===== config.mk =====
export PLATFORM = sky130hd
export DESIGN_NAME = serial_tx_flat
export DESIGN_NICKNAME = d
export VERILOG_FILES = /design/src/rtl/serial_pkg.sv /design/src/rtl/serial_tx_if.sv /design/src/rtl/serial_tx_baud_tick.sv /design/src/rtl/serial_tx.sv /design/src/flat_wrapper.sv
export SDC_FILE = /design/constraint.sdc
export NUM_CORES = 1
export LEC_CHECK = 0
export CORE_MARGIN = 2
export CORE_UTILIZATION = 60
export CTS_CLUSTER_DIAMETER = 120
export DETAILED_ROUTE_END_ITERATION = 12
export DONT_BUFFER_PORTS = 1
export PLACE_DENSITY = 0.85
export SLEW_MARGIN = 20
export SYNTH_ARGS = -nofsm -noshare
export SYNTH_HDL_FRONTEND = slang
export SYNTH_SLANG_ARGS = --single-unit

===== constraint.sdc =====
create_clock -name clk -period 5.85 [get_ports clk]
set_input_delay 0.8775 -clock clk [delete_from_list [all_inputs] [get_ports clk]]
set_output_delay 0.8775 -clock clk [all_outputs]
set_load 0.02 [all_outputs]

===== src/rtl/serial_pkg.sv =====
// Shared types and constants for the serial transmitter: FSM states, parity
// modes, default bit period and the parity helper.
package serial_pkg;

    localparam int DEFAULT_CLKS_PER_BIT = 434;

    typedef enum logic [2:0] {
        ST_IDLE   = 3'd0,
        ST_START  = 3'd1,
        ST_DATA   = 3'd2,
        ST_PARITY = 3'd3,
        ST_STOP   = 3'd4
    } tx_state_t;

    typedef enum logic [1:0] {
        NONE = 2'd0,
        EVEN = 2'd1,
        ODD  = 2'd2
    } parity_t;

    function automatic logic parity_bit(input logic [7:0] data, input parity_t mode);
        logic p;
        p = ^data;
        case (mode)
            ODD:     return ~p;
            default: return p;
        endcase
    endfunction

endpackage


===== src/rtl/serial_tx_if.sv =====
// Byte-request / serial-line bundle between a transmitter client (master)
// and the serial_tx block (slave).
interface serial_tx_if;
    logic       txStart;
    logic [7:0] txData;
    logic       txBusy;
    logic       txd;

    modport master (output txStart, output txData, input txBusy, input txd);
    modport slave  (input txStart, input txData, output txBusy, output txd);
endinterface


===== src/rtl/serial_tx_baud_tick.sv =====
// Bit-period timer: reloadable down-counter that pulses tick on the last
// cycle of every bit so the FSM advances exactly on bit boundaries.
module baud_tick #(
    parameter int CLKS_PER_BIT = 434
) (
    input  logic clk,
    input  logic rst_n,
    input  logic restart,
    input  logic enable,
    output logic tick
);

    localparam int CW = $clog2(CLKS_PER_BIT);
    localparam logic [CW-1:0] RELOAD = CW'(CLKS_PER_BIT - 1);
    localparam logic [CW-1:0] ZERO   = CW'(0);
    localparam logic [CW-1:0] ONE    = CW'(1);

    logic [CW-1:0] cnt_r;

    // Down-counter: reload on restart and at each boundary so no drift accumulates.
    always_ff @(posedge clk or negedge rst_n) begin
        if (!rst_n) begin
            cnt_r <= ZERO;
        end else if (restart) begin
            cnt_r <= RELOAD;
        end else if (enable) begin
            if (cnt_r == ZERO) begin
                cnt_r <= RELOAD;
            end else begin
                cnt_r <= cnt_r - ONE;
            end
        end else begin
            cnt_r <= cnt_r;
        end
    end

    assign tick = enable && (cnt_r == ZERO);

endmodule


===== src/rtl/serial_tx.sv =====
// UART-style transmitter: frame FSM, LSB-first shift register and optional
// parity; bit timing comes from baud_tick.
module serial_tx
    import serial_pkg::*;
#(
    parameter int      CLKS_PER_BIT = DEFAULT_CLKS_PER_BIT,
    parameter parity_t PARITY       = NONE,
    parameter int      STOP_BITS    = 1
) (
    input  logic        clk,
    input  logic        reset_n,
    serial_tx_if.slave  bus
);

    tx_state_t  state_r;
    tx_state_t  state_next_s;
    logic [7:0] shift_r;
    logic [7:0] shift_next_s;
    logic       parity_r;
    logic       parity_next_s;
    logic [2:0] bit_idx_r;
    logic [2:0] bit_idx_next_s;
    logic       stop_idx_r;
    logic       stop_idx_next_s;
    logic       txd_r;
    logic       txd_next_s;
    logic       busy_r;
    logic       busy_next_s;
    logic       accept_s;
    logic       tick_s;
    logic       last_data_s;
    logic       last_stop_s;

    assign accept_s    = bus.txStart && !busy_r && (state_r == ST_IDLE);
    assign last_data_s = (bit_idx_r == 3'd7);
    assign last_stop_s = (STOP_BITS == 1) || stop_idx_r;

    baud_tick #(.CLKS_PER_BIT(CLKS_PER_BIT)) u_baud_tick (
        .clk     (clk),
        .rst_n   (reset_n),
        .restart (accept_s),
        .enable  (busy_r),
        .tick    (tick_s)
    );

    // FSM state register.
    always_ff @(posedge clk or negedge reset_n) begin
        if (!reset_n) begin
            state_r <= ST_IDLE;
        end else begin
            state_r <= state_next_s;
        end
    end

    // Next-state logic: every non-idle state advances only on a bit tick.
    always_comb begin
        state_next_s = state_r;
        case (state_r)
            ST_IDLE: begin
                if (accept_s) state_next_s = ST_START;
                else          state_next_s = ST_IDLE;
            end
            ST_START: begin
                if (tick_s) state_next_s = ST_DATA;
                else        state_next_s = ST_START;
            end
            ST_DATA: begin
                if (tick_s && last_data_s) state_next_s = (PARITY != NONE) ? ST_PARITY : ST_STOP;
                else                       state_next_s = ST_DATA;
            end
            ST_PARITY: begin
                if (tick_s) state_next_s = ST_STOP;
                else        state_next_s = ST_PARITY;
            end
            ST_STOP: begin
                if (tick_s && last_stop_s) state_next_s = ST_IDLE;
                else                       state_next_s = ST_STOP;
            end
            default: state_next_s = ST_IDLE;
        endcase
    end

    // Datapath next values: capture on acceptance, shift and count on bit ticks.
    always_comb begin
        shift_next_s    = shift_r;
        parity_next_s   = parity_r;
        bit_idx_next_s  = bit_idx_r;
        stop_idx_next_s = stop_idx_r;
        if (accept_s) begin
            shift_next_s    = bus.txData;
            parity_next_s   = parity_bit(bus.txData, PARITY);
            bit_idx_next_s  = 3'd0;
            stop_idx_next_s = 1'b0;
        end else if (tick_s && (state_r == ST_DATA)) begin
            shift_next_s   = {1'b0, shift_r[7:1]};
            bit_idx_next_s = bit_idx_r + 3'd1;
        end else if (tick_s && (state_r == ST_STOP)) begin
            stop_idx_next_s = ~stop_idx_r;
        end else begin
            shift_next_s = shift_r;
        end
    end

    // Datapath registers.
    always_ff @(posedge clk or negedge reset_n) begin
        if (!reset_n) begin
            shift_r    <= 8'd0;
            parity_r   <= 1'b0;
            bit_idx_r  <= 3'd0;
            stop_idx_r <= 1'b0;
        end else begin
            shift_r    <= shift_next_s;
            parity_r   <= parity_next_s;
            bit_idx_r  <= bit_idx_next_s;
            stop_idx_r <= stop_idx_next_s;
        end
    end

    // Output decode from the upcoming state so the registered line switches on the boundary edge.
    always_comb begin
        txd_next_s  = 1'b1;
        busy_next_s = 1'b0;
        case (state_next_s)
            ST_IDLE:   begin txd_next_s = 1'b1;            busy_next_s = 1'b0; end
            ST_START:  begin txd_next_s = 1'b0;            busy_next_s = 1'b1; end
            ST_DATA:   begin txd_next_s = shift_next_s[0]; busy_next_s = 1'b1; end
            ST_PARITY: begin txd_next_s = parity_r;        busy_next_s = 1'b1; end
            ST_STOP:   begin txd_next_s = 1'b1;            busy_next_s = 1'b1; end
            default:   begin txd_next_s = 1'b1;            busy_next_s = 1'b0; end
        endcase
    end

    // Registered line and busy flag; the line idles high.
    always_ff @(posedge clk or negedge reset_n) begin
        if (!reset_n) begin
            txd_r  <= 1'b1;
            busy_r <= 1'b0;
        end else begin
            txd_r  <= txd_next_s;
            busy_r <= busy_next_s;
        end
    end

    assign bus.txd    = txd_r;
    assign bus.txBusy = busy_r;

endmodule


===== src/flat_wrapper.sv =====
// flat-port wrapper written by rule: the top's interface ports become plain ports
module serial_tx_flat import serial_pkg::*;
#(
    parameter int      CLKS_PER_BIT = DEFAULT_CLKS_PER_BIT,
    parameter parity_t PARITY       = NONE,
    parameter int      STOP_BITS    = 1
)
  (clk, reset_n, bus_txStart, bus_txData, bus_txBusy, bus_txd);
  serial_tx_if bus_i ();
  input  logic clk;
  input  logic reset_n;
  input wire logic [$bits(bus_i.txStart)-1:0] bus_txStart;
  input wire logic [$bits(bus_i.txData)-1:0] bus_txData;
  output wire logic [$bits(bus_i.txBusy)-1:0] bus_txBusy;
  output wire logic [$bits(bus_i.txd)-1:0] bus_txd;
  assign bus_i.txStart = bus_txStart;
  assign bus_i.txData = bus_txData;
  assign bus_txBusy = bus_i.txBusy;
  assign bus_txd = bus_i.txd;
  serial_tx #(.CLKS_PER_BIT(CLKS_PER_BIT), .PARITY(PARITY), .STOP_BITS(STOP_BITS)) u_core (.clk(clk), .reset_n(reset_n), .bus(bus_i));
endmodule

After elaboration in Yosys (flattened, before gate mapping). Cells that the tools add are included.

Flip-flop bits (word level): 26. Input port bits: 11. Output and inout port bits: 2. Logic and storage cells: 46.

$add $sub $neg: 2. Eq/ne operators: 9. Multiplexer cells: 15. Reductions and logical operators: 12.

Operators by type and width (count): $mux W9 (3); $mux W8 (2); $mux W3 (5); $pmux W3 S5 (1); $eq A3 B2 Y1 const B (4); $eq A3 B3 Y1 const B (3); $logic_not A9 Y1 (1); $sub A9 B1 Y9 const B (1); $reduce_xor A8 Y1 (1); $eq A3 B1 Y1 const B (2); $logic_and A1 B1 Y1 (5); $reduce_bool A2 Y1 (2); $reduce_or A4 Y1 (1); $add A3 B1 Y3 const B (1); $logic_not A3 Y1 (1); $pmux W1 S3 (1); $mux W1 (2); $mux W2 (1); $logic_not A1 Y1 (1).

Longest topological paths before layout. Gate-level depths: netlist (run 1).

Depth after elaboration: 8. Gate-level depth with buffers: 8. Mapped depth without buffers: 7.

Modules after synthesis. Synthesis (run 1) repeated with hierarchy kept, for this count alone.

Cells, all modules: 140. Area total of the unflattened synthesis: 1373.8 um2.

By module, submodules not included: serial_tx (times used 1, cells each 86, area an instance 853.3 um2, sequential area each 426.7 um2); baud_tick (times used 1, cells each 54, area an instance 520.5 um2, sequential area each 225.2 um2).

Worst setup path before layout (run 1). OpenSTA, ideal clock, no wires.

Path kind: register -> register. Start: reg u_core.u_baud_tick.cnt_r[0]. End: reg u_core.shift_r[1]. Library setup time: 0.141 ns. Data arrival time: 1.777 ns. Required time: 5.709 ns. Slack: 3.933 ns. Stages on the path, launching flop included: 8. Buffers on the path: 1. Period minus slack after synthesis: 1.917 ns. Path through: dfrtp_1 > inv_1 > ha_1 > or4b_4 > or3_1 > clkbuf_1 > nand2_1 > a31oi_1.

Longest elaborated chain between the ends: 4.

RTL lines: from (decl) (line serial_tx_baud_tick.sv:18) `logic [CW-1:0] cnt_r;`; from (signal assigned) (line serial_tx_baud_tick.sv:30) `cnt_r <= cnt_r - ONE;`; from (signal assigned) (line serial_tx_baud_tick.sv:33) `cnt_r <= cnt_r;`; $logic_not A9 Y1 (line serial_tx_baud_tick.sv:37) `assign tick = enable && (cnt_r == ZERO);`; $logic_and A1 B1 Y1 (line serial_tx_baud_tick.sv:37); $logic_and A1 B1 Y1 (line serial_tx.sv:94) `end else if (tick_s && (state_r == ST_DATA)) begin`; $reduce_bool A2 Y1 (no line); to (signal assigned) (line serial_tx.sv:112) `shift_r <= shift_next_s;`; to (decl) (line serial_tx.sv:17) `logic [7:0] shift_r;`.

Every way passes these cells. A chain may end at the register's enable or synchronous reset.

Final worst setup path (run 1).
Start: reg u_core.busy_r (netlist: u_core.bus.txBusy). End: reg u_core.txd_r (netlist: u_core.bus.txd).

Elaborated cells on any way between the ends: 18. Classes of those cells: 3 x eq/ne; 9 x mux; 6 x reduce/logical.

RTL lines: from (decl) (line serial_tx.sv:27) `logic busy_r;`; from (signal assigned) (line serial_tx.sv:140) `busy_r <= busy_next_s;`; $logic_and A1 B1 Y1 / $logic_not A1 Y1 (equally long branches) (line serial_tx_baud_tick.sv:37, serial_tx.sv:34); $logic_and A1 B1 Y1, on equally long branches (line serial_tx.sv:94, serial_tx.sv:34); $mux W8 / $logic_and A1 B1 Y1 (equally long branches) (line serial_tx.sv:94, serial_tx.sv:34); $mux W8 (*) (line serial_tx.sv:89) `if (accept_s) begin`; named net u_core.shift_next_s[0] (line serial_tx.sv:18) `logic [7:0] shift_next_s;`; $pmux W1 S3 (*) (line serial_tx.sv:123) `case (state_next_s)`; named net u_core.txd_next_s (line serial_tx.sv:26) `logic txd_next_s;`; to (signal assigned) (line serial_tx.sv:139) `txd_r <= txd_next_s;`; to (decl) (line serial_tx.sv:25) `logic txd_r;`.

Mark *: on every way through the listed nets, which the timed path passes. The rest lies on a longest branch. The select of a mux whose other input is x is not followed.

==> metrics.md, run 1 <==
| Metric | Value |
|---|---|
| Crit start category | flop |
| Nets | 174 |
| Post-Route WL | 2940 um |
| Placed cells | 182 |
| Netlist cell types | 43 |
| Critical path's largest stage delay | 0.80 ns |
| Post-route insts no fill | 186 |
| Worst Path Required | 6.13 ns |
| Routed vias | 1182 |
| Root Buffer | clkbuf_4 |
| Initial core utilization | 0.644 |
| Die Y-Extent | 53.2 um |
| Worst rel slew slack | 0.544 |
| Clk sinks | 26 |
| Post-DP HPWL | 2150 um |
| Vias in the first global route | 1210 |
| Routed wire per std cell | 15.8 um |
| Post-Synthesis Cells | 160 |
| Crit Path Category | reg2reg |
| Clock slew at reported path FFs | 0.14 ns |
| Setup TNS | 0 ns |
| Period minus WS final | 2.41 ns |
| CTS-repair resized insts | 0 |
| Final core occ | 0.661 |
| CTS buffer count | 3 |
| R2r startpoint | u_core.bus.txBusy |
| Die width | 53.2 um |
| Crit. End Element | flop |
| Post-synth ARST share | 1.00 |
| Ys Warns | 0 |
| Pin count of the biggest net entering global routing | 27 |
| Critical Path Slowest Stage Cell | dfrtp_1 |
| Core area | 2250 um2 |
| Starting DRC count in detailed routing | 33 |
| Die area | 2830 um2 |
| Final setup fails | 0 |
| CP cell instances | or4bb_1 > nor3_2 > a22oi_1 > o21ai_2 > a211o_1 |
| Post-synth top area share | 0.431 |
| Gr usage total | 0.252 |
| Global route overflow | 0 |
| Antenna violations before repair | 0 |
| Synth Area per Inst | 9.07 um2 |
| Antenna diodes | 0 |
| Final Power | 0.605 mW |
| Worst Max-Slew Pin Slew | 0.681 ns |
| Post-synthesis sequential area ratio | 0.449 |
| Hold crit path type | in2async |
| RSZ-0062 raised after global routing | false |
| Layout cells sized above 1 | 0.108 |
| Clock Path Buffers | 2 |
| Final setup margin | 3.44 ns |
| Tcrit/Tclk final | 0.412 |
| CP max FO | 18 |
| CP Launch Point | u_core.bus.txBusy |
| First drt pass iteration count | 4 |
| Number of cell rows | 17 |
| Ys flop type | dfrtp_1 |
| Synthesis-to-finish area growth | 2.67% |
| Port Buffers | 0 |
| Status | completed |
| Antenna Nets Post-Route | 0 |
| H-Tree Depth | 1 |
| Setup bufs post-CTS | 0 |
| DRC viols | 0 |
| Power per cell area | 406 nW/um2 |
| Post-synth net total | 175 |
| Fin. Hold Viols | 0 |
| F_max | 415 MHz |
| Gp weighted congestion | 0.889 |
| Max-slew violations | 0 |
| Clk_skew | 0.00166 ns |
| Pre-CTS setup slack | 3.47 ns |
| Top area cells in the synthesized netlist | dfrtp_1 43%, nand2_1 8.0%, xnor2_1 4.8%, o21ai_0 3.8%, ha_1 3.4% |
| Synth Cell Area | 1450 um2 |
| Number of vias per cell | 6.35 |
| Yosys reg bits | 26 |
| EDFF count, synth | 0 |
| Worst Path Arrival | 2.69 ns |
| Yosys top cell by area | dfrtp_1 |
| Hold buffer count at CTS | 0 |
| Delay-heaviest family, CP | simple AND/OR/NAND/NOR gates |
| Buf+Inv Stages, Crit Path | 0 |
| Leakage | 0.625 nW |
| VDD IR-drop max | 272 uV |
| MaxCap Viol Count | 0 |
| Global-route wire length before repair | 5110 um |
| Top Ports | 13 |
| Clock network latency to the later pin of the worst-skew pair | 0.32 ns |
| TritonCTS clock tree | yes |
sequential cells by signal, indices dropped and copies added (netlist names):
signal,cells
u_core.shift_r,8
u_core.bus.txBusy,1
u_core.state_r,3
u_core.bit_idx_r,3
u_core.bus.txd,1
u_core.u_baud_tick.cnt_r,9
u_core.parity_r,1
where the power goes:
group | total, mW | switching, mW | internal [mW]
registers | 0.333 | 0.0865 | 0.246
logic | 0.180 | 0.0996 | 0.0804
clock network | 0.0917 | 0.0536 | 0.0381
total | 0.605 | 0.240 | 0.365
cells in the mapped netlist, types with 3 or more instances:
master / count
dfrtp_1: 25
a22oi_1: 4
o21ai_0: 11
nand3_1: 7
a31oi_1: 3
o21ai_1: 3
xnor2_1: 8
nor3_1: 7
clkbuf_1: 3
ha_1: 4
inv_1: 4
a21oi_1: 8
nor2_1: 13
nand2_1: 31
cell families after synthesis:
family,share of synthesized area
simple gates,0.258
compound gates,0.178
fa+ha+maj,0.0345
xor+xnor,0.0483
flops,0.449
buf+inv,0.0327
final timing paths:
kind / end / slack [ns] / cells past startpoint
max: u_core.bus.txd / 3.44 / 5
min reg2reg: u_core.parity_r / 0.50 / 2
max in group asynchronous: u_core.bus.txd / 5.45 / 0
min: u_core.state_r[2] / 0.22 / 0
max reg2reg: u_core.bus.txd / 3.44 / 5
min in group clk: u_core.parity_r / 0.50 / 2
cell type report:
class                   instances  area (um2)
fillers                       196         764
inverters                       4        15.0
multi-input cells             124         752
well taps                      28        35.0
flip-flops and latches         26         652
clock buffers                   4        36.3
metal layers:
metal	up-vias	GRT usage	part of all wire
met3	7	0.0508	0.065
met5	-	0	0
met2	45	0.413	0.47
met1	568	0.308	0.44
met4	0	0.141	0.024
li1	562	-	-
worst reg2reg max path: stages, from the launching register on:
cell and delay (ns):
dfrtp_1 0.80, or4bb_1 0.58, nor3_2 0.54, a22oi_1 0.18, o21ai_2 0.12, a211o_1 0.14
cells in the final DEF, fill, tap and decap left out, drive strengths merged, types with 8 or more instances in the layout:
cell / netlist / routed
o21ai: 15 / 15
nor2: 13 / 13
dfrtp: 25 / 25
nand3: 8 / 8
xnor2: 8 / 8
nor3: 9 / 9
nand2: 31 / 31
a21oi: 8 / 8
stage by stage:
stage | instance area, um2 | hold WS (ns)
2_1_floorplan | 1450 | 0.442
3_3_place_gp | 1450 | 0.460
3_5_place_dp | 1450 | 0.474
4_1_cts | 1490 | 0.217
5_1_grt | 1490 | 0.188
6_report | 1490 | 0.223
(Power assumes the default switching activity.)
==> run 2: changes to the inputs <==
CORE_UTILIZATION = 56   (was 60)
PLACE_DENSITY = 0.83   (was 0.85)
clock period = 2.15 ns   (was 5.85 ns; I/O delays follow)
==> run 2 against run 1 <==
Critical endpoint is now u_core.bus.txBusy. Largest power group unchanged. Count of clock-buffer cells in the layout shrank 1. Fmax grew 18%. Highest routed layer unchanged. First-iteration DRC count shrank 6.1%. Largest cell class unchanged. Non-clock buffer count grew 6.
==> metrics.md, run 2 (synthesized netlist as in run 1, its figures left out) <==
| Metric | Value |
|---|---|
| Status | completed |
| Starting DRC count in detailed routing | 31 (-6.1%) |
| CP max FO | 5 (-13) |
| Worst rel slew slack | 0.704 (+0.161) |
| Clock Path Buffers | 2 (unchanged) |
| Leakage | 0.668 nW (+7.0%) |
| Max-slew violations | 0 (unchanged) |
| Number of cell rows | 18 (+1) |
| Post-route design area | 1580 um2 (+5.9%) |
| Clk_skew | 0.00604 ns (+0.00438 ns) |
| Nets | 180 (+3.4%) |
| Global-route wire length before repair | 4980 um (-2.4%) |
| Worst Path Required | 2.36 ns (-3.77 ns) |
| GR Layer Usage met2 | 0.391 (-0.0216) |
| Gate power share | 0.307 (+0.009) |
| H-Tree Depth | 1 (unchanged) |
| Antenna Nets Post-Route | 0 (unchanged) |
| Power per cell area | 1120 nW/um2 (+180%) |
| Die width | 54.9 um (+3.2%) |
| Routed vias | 1153 (-2.5%) |
| Number of vias per cell | 5.94 (-6.5%) |
| Global route overflow | 0 (unchanged) |
| F_max | 489 MHz (+18%) |
| Worst Max-Slew Pin Slew | 0.440 ns (-0.241 ns) |
| First drt pass iteration count | 4 (unchanged) |
| Max reg flops | 9 (unchanged) |
| Routed wire per std cell | 15.9 um (+0.45%) |
| VDD IR-drop max | 610 uV (+120%) |
| Most common cell after layout, fill and taps aside | nand2_1 |
| Worst Path Arrival | 2.25 ns (-0.44 ns) |
| Core area | 2480 um2 (+9.9%) |
| Post-Route WL | 3080 um (+4.8%) |
| Die area | 3020 um2 (+6.6%) |
| Tcrit/Tclk final | 0.951 (+0.538) |
| Fill count | 203 (+3.6%) |
| Hold crit path type | in2reg |
| Synthesis-to-finish area growth | 8.71% |
| Vias in the first global route | 1133 (-6.4%) |
| GR Util met3 | 0.0323 (-0.0186) |
| Met1 GRT Util | 0.301 (-0.00649) |
| CTS buffer count | 3 (unchanged) |
| TritonCTS clock tree | yes |
| Internal power | 1.09 mW (+200%) |
| Layout cells sized above 1 | 0.146 (+0.0387) |
| Final core occ | 0.637 (-0.0241) |
| Sequential share of power | 0.497 (-0.054) |
| Clock slew at reported path FFs | 0.15 ns (about the same) |
| Placed Area | 1490 um2 (+2.2%) |
| Die Y-Extent | 54.9 um (+3.2%) |
| Clk sinks | 26 (unchanged) |
| Post-DP HPWL | 2190 um (+1.7%) |
| DRC viols | 0 (unchanged) |
| Antenna violations before repair | 0 (unchanged) |
| Fin. Hold Viols | 0 (unchanged) |
| Clock share of power | 0.196 (+0.044) |
| RSZ-0062 raised after global routing | true |
| Global route hottest layer | met2 |
| Pin count of the biggest net entering global routing | 27 (unchanged) |
| Gp weighted congestion | 0.905 (+1.7%) |
| Crit. End Element | flop |
| Antenna diodes | 0 (unchanged) |
| Crit Path Category | reg2reg |
| Top reg by flops | u_core.u_baud_tick.cnt_r |
| Sw Share | 0.380 (-0.0163) |
| Clock network latency to the later pin of the worst-skew pair | 0.32 ns (about the same) |
| Commonest non-fill, non-tap cells in the layout | 31 x nand2_1, 25 x dfrtp_1, 13 x nor2_1, 11 x o21ai_0 |
| MaxCap Viol Count | 0 (unchanged) |
| Root Buffer | clkbuf_4 |
| Largest regs | u_core.u_baud_tick.cnt_r x9, u_core.shift_r x8 |
| Port Buffers | 0 (unchanged) |
| Period minus WS final | 2.04 ns (-0.368 ns) |
| Final setup fails | 0 (unchanged) |
| Crit start category | flop |
| Top Ports | 13 (unchanged) |
| Gr usage total | 0.227 (-0.0251) |
| Initial core utilization | 0.586 (-0.0579) |
| Switching power | 0.670 mW (+180%) |
## run 2: power by group through the flow
| stage | clock (mW) | sequential [mW] | combinational, mW |
|---|---|---|---|
| floorplan | 0 | 0.835 | 0.431 |
| global placement | 0 | 0.871 | 0.487 |
| detailed placement | 0 | 0.884 | 0.518 |
| CTS | 0.343 | 0.872 | 0.540 |
| global route | 0.370 | 0.906 | 0.620 |
| finish | 0.346 | 0.876 | 0.541 |
## run 2: critical path: stages (launching register included)
cell and delay [ns]:
dfrtp_1 0.45, inv_1 0.12, ha_1 0.17, or4b_4 0.52, o21ai_0 0.17, o21ai_1 0.10
o31ai_2 0.29, nand2b_1 0.13
## run 2: layer usage
metal / part of all wire / up-vias / wire length, um
li1: - / 576 / -
met2: 0.49 / 12 / 1510
met3: 0.027 / 2 / 82
met4: 0.0032 / 0 / 10
met5: 0 / - / 0
met1: 0.48 / 563 / 1480
## run 2: layout make-up
cell class	count	area, um2	area share
Sequential cell	26	652	0.413
Timing Repair Buffer	6	60.1	0.0381
Inverter	4	15.0	0.00952
Clock inverter	1	30.0	0.0190
Multi-Input combinational cell	124	761	0.482
Tap cell	30	37.5	0.0238
Clock buffer	3	22.5	0.0143
## run 2: path summary, 6_finish.rpt
check | start | end | slack (ns) | cells after the start
worst max register to register | u_core.u_baud_tick.cnt_r[0] | u_core.bus.txBusy | 0.11 | 7
worst max-delay path | u_core.u_baud_tick.cnt_r[0] | u_core.bus.txBusy | 0.11 | 7
worst min-delay path | bus_txData[7] | u_core.shift_r[7] | 0.1 | 2
max in group asynchronous | reset_n | u_core.bus.txd | 1.53 | 2
min in group asynchronous | reset_n | u_core.state_r[2] | 0.40 | 2
worst min register to register | u_core.parity_r | u_core.parity_r | 0.50 | 2
## run 2: stage by stage
stage / TNS, ns / power [mW] / instances / hold WS [ns] / setup slack, ns
global route: -0.00666 / 1.90 / 194 / 0.0847 / -0.00666
global placement: 0 / 1.36 / 188 / 0.0276 / 0.187
CTS: 0 / 1.75 / 194 / 0.0995 / 0.0935
finish: 0 / 1.76 / 194 / 0.0959 / 0.106
detailed placement: 0 / 1.40 / 188 / 0.0274 / 0.121
floorplan: 0 / 1.27 / 160 / 0.0269 / 0.233
## run 2: what timing repair did
item | in CTS | in global routing
hold buffers | 2 | 0
setup endpoints to repair | 0 | 3
resized for setup | 0 | 2
hold endpoints to repair | 26 | 0
setup buffers | 0 | 0
